File: config.mk
export PLATFORM = sky130hd
export DESIGN_NAME = mcdf_fmt_rx
export DESIGN_NICKNAME = d
export VERILOG_FILES = /design/src/rtl/mcdf_fmt_rx.sv
export SDC_FILE = /design/constraint.sdc
export NUM_CORES = 2
export LEC_CHECK = 0
export BUFFER_PORTS_ARGS = -buffer_cell sky130_fd_sc_hd__buf_2
export CAP_MARGIN = 30
export CORE_MARGIN = 2
export CORE_UTILIZATION = 50
export CTS_BUF_LIST = sky130_fd_sc_hd__clkbuf_4 sky130_fd_sc_hd__clkbuf_8 sky130_fd_sc_hd__clkbuf_16
export CTS_CLUSTER_DIAMETER = 40
export DETAILED_ROUTE_END_ITERATION = 8
export PLACE_DENSITY = 0.68
export RECOVER_POWER = 50
export SLEW_MARGIN = 20
export SYNTH_ARGS = -nofsm -noshare
export SYNTH_HDL_FRONTEND = slang
export SYNTH_SLANG_ARGS = --single-unit
export TNS_END_PERCENT = 30
File: constraint.sdc
create_clock -name clk_i -period 3.77 [get_ports clk_i]
set_input_delay 0.754 -clock clk_i [delete_from_list [all_inputs] [get_ports clk_i]]
set_output_delay 0.754 -clock clk_i [all_outputs]
set_load 0.01 [all_outputs]
File: src/rtl/mcdf_fmt_rx.sv
// mcdf_fmt_rx: consumer end of the MCDF formatter packet handshake.
// A packet is granted only when the receive buffer can hold all of its words.
// Its words are then captured with framing checks (start, end, length) and
// replayed on a valid/ready stream tagged with channel id and last flag.
// Optional build macro MCDF_FMT_RX_STATS_EN adds per-channel clean-packet counters.
module mcdf_fmt_rx #(
    parameter int DATA_WIDTH    = 32,
    parameter int FIFO_DEPTH    = 64,
    parameter int START_TIMEOUT = 16
) (
    input  logic                  clk_i,
    input  logic                  rst_i,
    input  logic                  fmt_req_i,
    input  logic [1:0]            fmt_chid_i,
    input  logic [5:0]            fmt_length_i,
    output logic                  fmt_grant_o,
    input  logic [DATA_WIDTH-1:0] fmt_data_i,
    input  logic                  fmt_start_i,
    input  logic                  fmt_end_i,
    output logic [DATA_WIDTH-1:0] out_data_o,
    output logic [1:0]            out_chid_o,
    output logic                  out_last_o,
    output logic                  out_valid_o,
    input  logic                  out_ready_i,
    output logic                  err_len_o,
    output logic                  err_timeout_o,
    input  logic                  err_clr_i
`ifdef MCDF_FMT_RX_STATS_EN
    ,
    output logic [15:0]           pkt_cnt0_o,
    output logic [15:0]           pkt_cnt1_o,
    output logic [15:0]           pkt_cnt2_o
`endif
);

    localparam int AW = $clog2(FIFO_DEPTH);
    localparam int CW = AW + 1;                       // occupancy 0..FIFO_DEPTH
    localparam int TW = $clog2(START_TIMEOUT + 1);
    localparam int EW = DATA_WIDTH + 3;               // {data, chid, last}

    localparam logic [TW-1:0] TO_MAX   = TW'(START_TIMEOUT - 1);
    localparam logic [TW-1:0] TO_ONE   = TW'(1);
    localparam logic [AW-1:0] PTR_ONE  = AW'(1);
    localparam logic [CW-1:0] CNT_ONE  = CW'(1);
    localparam logic [CW-1:0] DEPTH_CW = CW'(FIFO_DEPTH);

    typedef enum logic [1:0] {
        ST_IDLE       = 2'd0,
        ST_GRANT      = 2'd1,
        ST_WAIT_START = 2'd2,
        ST_RECV       = 2'd3
    } state_t;

    // Control state
    state_t         state_q, state_d;
    logic [5:0]     len_q, len_d;
    logic [1:0]     chid_q, chid_d;
    logic [5:0]     wcnt_q, wcnt_d;
    logic [TW-1:0]  to_q, to_d;
    logic           grant_q, grant_d;
    logic           err_len_q, err_len_d;
    logic           err_to_q, err_to_d;

    // Per-cycle FSM decisions
    logic           push_s;
    logic           push_last_s;
    logic           word_err_s;
    logic           zero_len_s;
    logic           to_err_s;
    logic [5:0]     wcnt_inc_s;

    // Buffer: memory plus one registered output stage; occupancy counts both
    logic [EW-1:0]  mem_q [FIFO_DEPTH];
    logic [AW-1:0]  wr_ptr_q, wr_ptr_d;
    logic [AW-1:0]  rd_ptr_q, rd_ptr_d;
    logic [CW-1:0]  mem_cnt_q, mem_cnt_d;
    logic [EW-1:0]  out_ent_q, out_ent_d;
    logic           out_valid_q, out_valid_d;

    logic [CW-1:0]  occ_s;
    logic [CW-1:0]  free_s;
    logic [EW-1:0]  push_ent_s;
    logic           pop_s;
    logic           load_s;
    logic           bypass_s;
    logic           mem_wr_s;
    logic           mem_rd_s;

    assign occ_s      = mem_cnt_q + CW'(out_valid_q);
    assign free_s     = DEPTH_CW - occ_s;
    assign push_ent_s = {fmt_data_i, chid_q, push_last_s};

    // Packet FSM next state: grant arbitration, start timeout and framing checks
    always_comb begin
        state_d     = state_q;
        len_d       = len_q;
        chid_d      = chid_q;
        wcnt_d      = wcnt_q;
        to_d        = to_q;
        grant_d     = 1'b0;
        push_s      = 1'b0;
        push_last_s = 1'b0;
        word_err_s  = 1'b0;
        zero_len_s  = 1'b0;
        to_err_s    = 1'b0;
        wcnt_inc_s  = wcnt_q + 6'd1;
        case (state_q)
            ST_IDLE: begin
                if (fmt_req_i) begin
                    if (fmt_length_i == 6'd0) begin
                        zero_len_s = 1'b1;
                    end else if (free_s >= CW'(fmt_length_i)) begin
                        len_d   = fmt_length_i;
                        chid_d  = fmt_chid_i;
                        grant_d = 1'b1;
                        state_d = ST_GRANT;
                    end else begin
                        state_d = ST_IDLE;          // wait for the sink to free space
                    end
                end else begin
                    state_d = ST_IDLE;
                end
            end
            ST_GRANT: begin
                to_d    = {TW{1'b0}};
                wcnt_d  = 6'd0;
                state_d = ST_WAIT_START;
            end
            ST_WAIT_START: begin
                if (fmt_start_i) begin
                    push_s = 1'b1;
                    wcnt_d = 6'd1;
                    if (fmt_end_i) begin
                        push_last_s = 1'b1;
                        word_err_s  = (len_q != 6'd1);
                        state_d     = ST_IDLE;
                    end else if (len_q == 6'd1) begin
                        push_last_s = 1'b1;         // length reached without end
                        word_err_s  = 1'b1;
                        state_d     = ST_IDLE;
                    end else begin
                        state_d = ST_RECV;
                    end
                end else if (to_q == TO_MAX) begin
                    to_err_s = 1'b1;
                    state_d  = ST_IDLE;
                end else begin
                    to_d = to_q + TO_ONE;
                end
            end
            ST_RECV: begin
                push_s = 1'b1;
                wcnt_d = wcnt_inc_s;
                if (fmt_end_i) begin
                    push_last_s = 1'b1;
                    word_err_s  = fmt_start_i | (wcnt_inc_s != len_q);
                    state_d     = ST_IDLE;
                end else if (wcnt_inc_s == len_q) begin
                    push_last_s = 1'b1;             // truncate: later words are dropped
                    word_err_s  = 1'b1;
                    state_d     = ST_IDLE;
                end else begin
                    word_err_s = fmt_start_i;
                    state_d    = ST_RECV;
                end
            end
            default: begin
                state_d = ST_IDLE;
            end
        endcase

        // Sticky errors: a set in the same cycle as a clear wins
        err_len_d = (zero_len_s | word_err_s) | (err_len_q & ~err_clr_i);
        err_to_d  = to_err_s | (err_to_q & ~err_clr_i);
    end

    // Buffer next state: output stage refills from memory, or straight from the input when memory is empty
    always_comb begin
        pop_s    = out_valid_q & out_ready_i;
        load_s   = (~out_valid_q | pop_s) & ((mem_cnt_q != {CW{1'b0}}) | push_s);
        bypass_s = load_s & (mem_cnt_q == {CW{1'b0}});
        mem_wr_s = push_s & ~bypass_s;
        mem_rd_s = load_s & (mem_cnt_q != {CW{1'b0}});

        wr_ptr_d  = mem_wr_s ? (wr_ptr_q + PTR_ONE) : wr_ptr_q;
        rd_ptr_d  = mem_rd_s ? (rd_ptr_q + PTR_ONE) : rd_ptr_q;

        if (mem_wr_s && !mem_rd_s) begin
            mem_cnt_d = mem_cnt_q + CNT_ONE;
        end else if (!mem_wr_s && mem_rd_s) begin
            mem_cnt_d = mem_cnt_q - CNT_ONE;
        end else begin
            mem_cnt_d = mem_cnt_q;
        end

        if (load_s) begin
            out_valid_d = 1'b1;
            out_ent_d   = bypass_s ? push_ent_s : mem_q[rd_ptr_q];
        end else if (pop_s) begin
            out_valid_d = 1'b0;
            out_ent_d   = out_ent_q;
        end else begin
            out_valid_d = out_valid_q;
            out_ent_d   = out_ent_q;
        end
    end

    // Control and buffer registers; reset discards any packet in flight and all buffered words
    always_ff @(posedge clk_i) begin
        if (rst_i) begin
            state_q     <= ST_IDLE;
            len_q       <= 6'd0;
            chid_q      <= 2'd0;
            wcnt_q      <= 6'd0;
            to_q        <= {TW{1'b0}};
            grant_q     <= 1'b0;
            err_len_q   <= 1'b0;
            err_to_q    <= 1'b0;
            wr_ptr_q    <= {AW{1'b0}};
            rd_ptr_q    <= {AW{1'b0}};
            mem_cnt_q   <= {CW{1'b0}};
            out_ent_q   <= {EW{1'b0}};
            out_valid_q <= 1'b0;
        end else begin
            state_q     <= state_d;
            len_q       <= len_d;
            chid_q      <= chid_d;
            wcnt_q      <= wcnt_d;
            to_q        <= to_d;
            grant_q     <= grant_d;
            err_len_q   <= err_len_d;
            err_to_q    <= err_to_d;
            wr_ptr_q    <= wr_ptr_d;
            rd_ptr_q    <= rd_ptr_d;
            mem_cnt_q   <= mem_cnt_d;
            out_ent_q   <= out_ent_d;
            out_valid_q <= out_valid_d;
        end
    end

    // Word storage; contents need no reset because occupancy tracking guards every read
    always_ff @(posedge clk_i) begin
        if (mem_wr_s) begin
            mem_q[wr_ptr_q] <= push_ent_s;
        end
    end

    assign fmt_grant_o   = grant_q;
    assign out_data_o    = out_ent_q[EW-1:3];
    assign out_chid_o    = out_ent_q[2:1];
    assign out_last_o    = out_ent_q[0];
    assign out_valid_o   = out_valid_q;
    assign err_len_o     = err_len_q;
    assign err_timeout_o = err_to_q;

`ifdef MCDF_FMT_RX_STATS_EN
    logic        pkt_err_q, pkt_err_d;
    logic        done_ok_s;
    logic [15:0] pkt_cnt_q [3];
    logic [15:0] pkt_cnt_d [3];

    // A packet counts only if none of its words raised a framing error
    assign done_ok_s = push_last_s & ~pkt_err_q & ~word_err_s;

    // Clean-packet counters per channel; channel 3 is not counted and counters wrap
    always_comb begin
        if (state_q == ST_GRANT) begin
            pkt_err_d = 1'b0;
        end else begin
            pkt_err_d = pkt_err_q | word_err_s;
        end
        for (int i = 0; i < 3; i++) begin
            if (done_ok_s && (chid_q == 2'(i))) begin
                pkt_cnt_d[i] = pkt_cnt_q[i] + 16'd1;
            end else begin
                pkt_cnt_d[i] = pkt_cnt_q[i];
            end
        end
    end

    // Statistics registers, cleared only by reset
    always_ff @(posedge clk_i) begin
        if (rst_i) begin
            pkt_err_q <= 1'b0;
            for (int i = 0; i < 3; i++) begin
                pkt_cnt_q[i] <= 16'd0;
            end
        end else begin
            pkt_err_q <= pkt_err_d;
            for (int i = 0; i < 3; i++) begin
                pkt_cnt_q[i] <= pkt_cnt_d[i];
            end
        end
    end

    assign pkt_cnt0_o = pkt_cnt_q[0];
    assign pkt_cnt1_o = pkt_cnt_q[1];
    assign pkt_cnt2_o = pkt_cnt_q[2];
`endif

endmodule

==> run summary <==
Outcome - finished with violations
Violated checks - max-capacitance violations, max-slew violations
Pleak - 31.93 nW
Core area - 178000 um2
Number of global-route vias before repair - 44170
Hold path start - fmt_chid_i[0]
Initial Util - 50.18%
Hold endpoint - chid_q[0]$_SDFFE_PP0P_
PortBufs - 85
Filler cell count in the final layout - 12570
Netlist Area Pre-Place - 89330 um2
Antenna violations before repair - 2
Pins Over Slew Limit - 1444
Hold Path Cell Cnt - 3
Yosys top cell by area - edfxtp_1
Crit path time final - 3474 ps
Cell Chain, Critical Path - inv_1, ha_1, nor4b_4, a31oi_1, buf_4, nand3_1, clkbuf_1, nor2_4, clkbuf_1
Grt total ovfl - 0
Ant diodes - 0
Clock tree root driver cell - clkbuf_16
DIE AREA - 182100 um2
Final period util - 92.15%
Vias per cell - 6.363
WL final - 225300 um
Synth Warn # - 0
Main synth FF type - edfxtp_1
Final WS setup - 296.0 ps
CTS sink count - 2325
RSZ-0062 raised after global routing - no
Share of cells above drive strength 1 - 29.43%
Req. time, crit path - 4240 ps
Critical Path Most Common Cell - clkbuf_1
Max stage delay on crit path - 1060 ps
CTS tree - yes
Row count - 155
CTS buffer count - 280
Place WS - 214.0 ps
Layout Area Growth over Synthesis - 16.37%
Crit Path Class - reg -> reg
Routed Antenna Nets - 0
Yosys top cell area share - 75.30%
Overall Power - 67.39 mW
Clock-pin slew on the worst setup and hold paths - 50 ps
Worst reg2reg path startpoint - mem_cnt_q[2]$_SDFFE_PP0P_
Setup slack, reg-to-reg - 300 ps
Via count - 44470
Yosys reg bits - 2325
GP Congestion - 0.8110
Hold crit path type - in -> reg
Fmax - 287.9 MHz
Total Neg Setup Slack - 0 ps
RR Endpoint - mem_q[36][8]$_DFFE_PP_
Mapped Avg Cell Area - 22.24 um2
Mapped Cells - 4017
Reg2Reg Depth - 9
Crit path max fanout - 14
P per Cell Area - 648.3 nW/um2
Final Hold Vio Count - 0
Critical path's slowest cell - clkbuf_1
Die Y - 426.7 um
Die Span X - 426.7 um
Later-pin clock latency in the skew report - 920 ps
CP Buf/Inv Count - 4
Max-Cap Viols - 30
Crit path launch type - flip-flop
Avg WL per Cell - 32.24 um
DRC - 0
Rel. slew slack - -101.0%
Final Skew - 78.24 ps
CP Capture Type - flip-flop
Most instantiated library cell after synthesis - edfxtp_1
Post-synth EDFFs - 2240
H-Tree Depth - 5
Detailed Routing Iterations Pass 1 - 5
Ys async rst share - 0%
Slew @ Worst Pin - 3016 ps
Overall routing resource usage - 24.97%
DRT iter0 DRCs - 5692
Synth unique cells - 63
Final setup viols - 0
Ports - 86
Critical Path AT - 3950 ps
Nets - 4516
Post-DP HPWL - 125500 um
Net Count, Synth - 4093
Setup bufs post-CTS - 0
Fin util - 58.39%
Synth top area cells - edfxtp_1 75%, mux4_2 15%, dfxtp_1 1.9%, mux2i_1 1.4%, a211oi_1 0.61%
Worst-case clock buffer depth - 4
VDD IR max - 465.5 uV
Worst path top cell family by delay - buffers and inverters
First-pass GRT wire length - 321800 um
Largest net degree at the start of global routing - 80
Synth cell count leaders - 2240 x edfxtp_1, 590 x mux4_2, 128 x nor2_1, 125 x mux2i_1, 99 x buf_2
Seq/Total Area, Yosys - 77.20%
==> state kept, by name, indices dropped and copies added (netlist names), named ones only <==
name,count
wr_ptr_q,6
err_timeout_o,1
chid_q,2
to_q,5
wcnt_q,6
mem_q,2240
mem_cnt_q,7
len_q,6
out_ent_q,35
out_valid_o,1
fmt_grant_o,1
err_len_o,1
rd_ptr_q,6
state_q,2
==> logic make-up (layout without fill, tap and decap cells) <==
| group | Yosys count | in the layout | synth area share [%] |
|---|---|---|---|
| fa+ha+maj | 29 | 29 | 0.4146 |
| simple gates | 320 | 320 | 1.705 |
| buf+inv | 251 | 868 | 1.286 |
| compound gates | 340 | 340 | 2.612 |
| xor+xnor | 28 | 28 | 0.2745 |
| flops | 2325 | 2325 | 77.20 |
| mux | 724 | 724 | 16.51 |
==> per-layer routing <==
layer	track usage (%)	routed length [um]
met1	35.33	87600
met2	39.87	108900
met4	7.283	7144
met5	0	11
met3	4.950	21600
==> where the power goes <==
group / internal, mW / total [mW] / switching, mW
logic: 5.57 / 11.8 / 6.24
registers: 28.9 / 29.5 / 0.555
clock network: 15.9 / 26.1 / 10.2
==> how the worst max path moves through the flow <==
stage / from / depth (start not counted) / endpoint
after global placement: fmt_start_i / 13 / mem_cnt_q[6]$_SDFFE_PP0P_
after CTS: mem_cnt_q[2]$_SDFFE_PP0P_ / 14 / mem_cnt_q[6]$_SDFFE_PP0P_
final: mem_cnt_q[2]$_SDFFE_PP0P_ / 9 / mem_q[36][8]$_DFFE_PP_
after global routing: mem_cnt_q[3]$_SDFFE_PP0P_ / 13 / mem_cnt_q[6]$_SDFFE_PP0P_
after floorplan: out_ready_i / 5 / mem_q[59][0]$_DFFE_PP_
after detailed placement: fmt_start_i / 13 / mem_cnt_q[6]$_SDFFE_PP0P_
==> per-stage QoR <==
stage / std cells / area, um2 / hold WS, ps
final: 6989 / 104000 / 160.7
after global routing: 6989 / 104000 / 157.7
after CTS: 6985 / 104300 / 115.4
after detailed placement: 6509 / 95240 / 479.2
after global placement: 6506 / 95180 / 454.3
after floorplan: 4017 / 89330 / 455.5
==> layout by cell type (no fill, tap or decap), types with 34 or more instances in the layout <==
| master | synthesis | layout |
|---|---|---|
| edfxtp_1 | 2240 | 2240 |
| mux4_2 | 590 | 590 |
| clkbuf_16 | 0 | 288 |
| buf_4 | 20 | 145 |
| mux2i_1 | 125 | 125 |
| clkbuf_1 | 73 | 125 |
| dfxtp_1 | 85 | 79 |
| buf_12 | 0 | 78 |
| o22ai_1 | 77 | 77 |
| a211oi_1 | 72 | 72 |
| nor2_1 | 128 | 65 |
| nor2_4 | 0 | 63 |
| nor3_1 | 51 | 51 |
| a21oi_1 | 47 | 47 |
| nand2_1 | 47 | 47 |
| a22oi_1 | 45 | 45 |
| clkbuf_4 | 0 | 43 |
| nor2b_1 | 37 | 37 |
| clkinv_2 | 0 | 34 |
==> final cells by class <==
type,count,area [um2],area share [%]
flip-flops and latches,2325,68990,66.36
well taps,2355,2947,2.835
multi-input cells,1441,19700,18.95
repair buffers,363,3194,3.073
inverters,29,108.9,0.1047
clock inverters,131,1296,1.247
clock buffers,345,7722,7.429
==> worst register-to-register path: stages (launching register included) <==
cell	delay, ps
dfxtp_1	380
inv_1	100
ha_1	240
nor4b_4	150
a31oi_1	280
buf_4	260
nand3_1	140
clkbuf_1	290
nor2_4	160
clkbuf_1	1060
==> repair_timing <==
item / 4_1_cts / 5_1_grt
resized for setup: 0 / 1
hold buffers: 0 / 0
endpoints found under the setup margin: 0 / 1
Power figures use the tool's default switching activity.
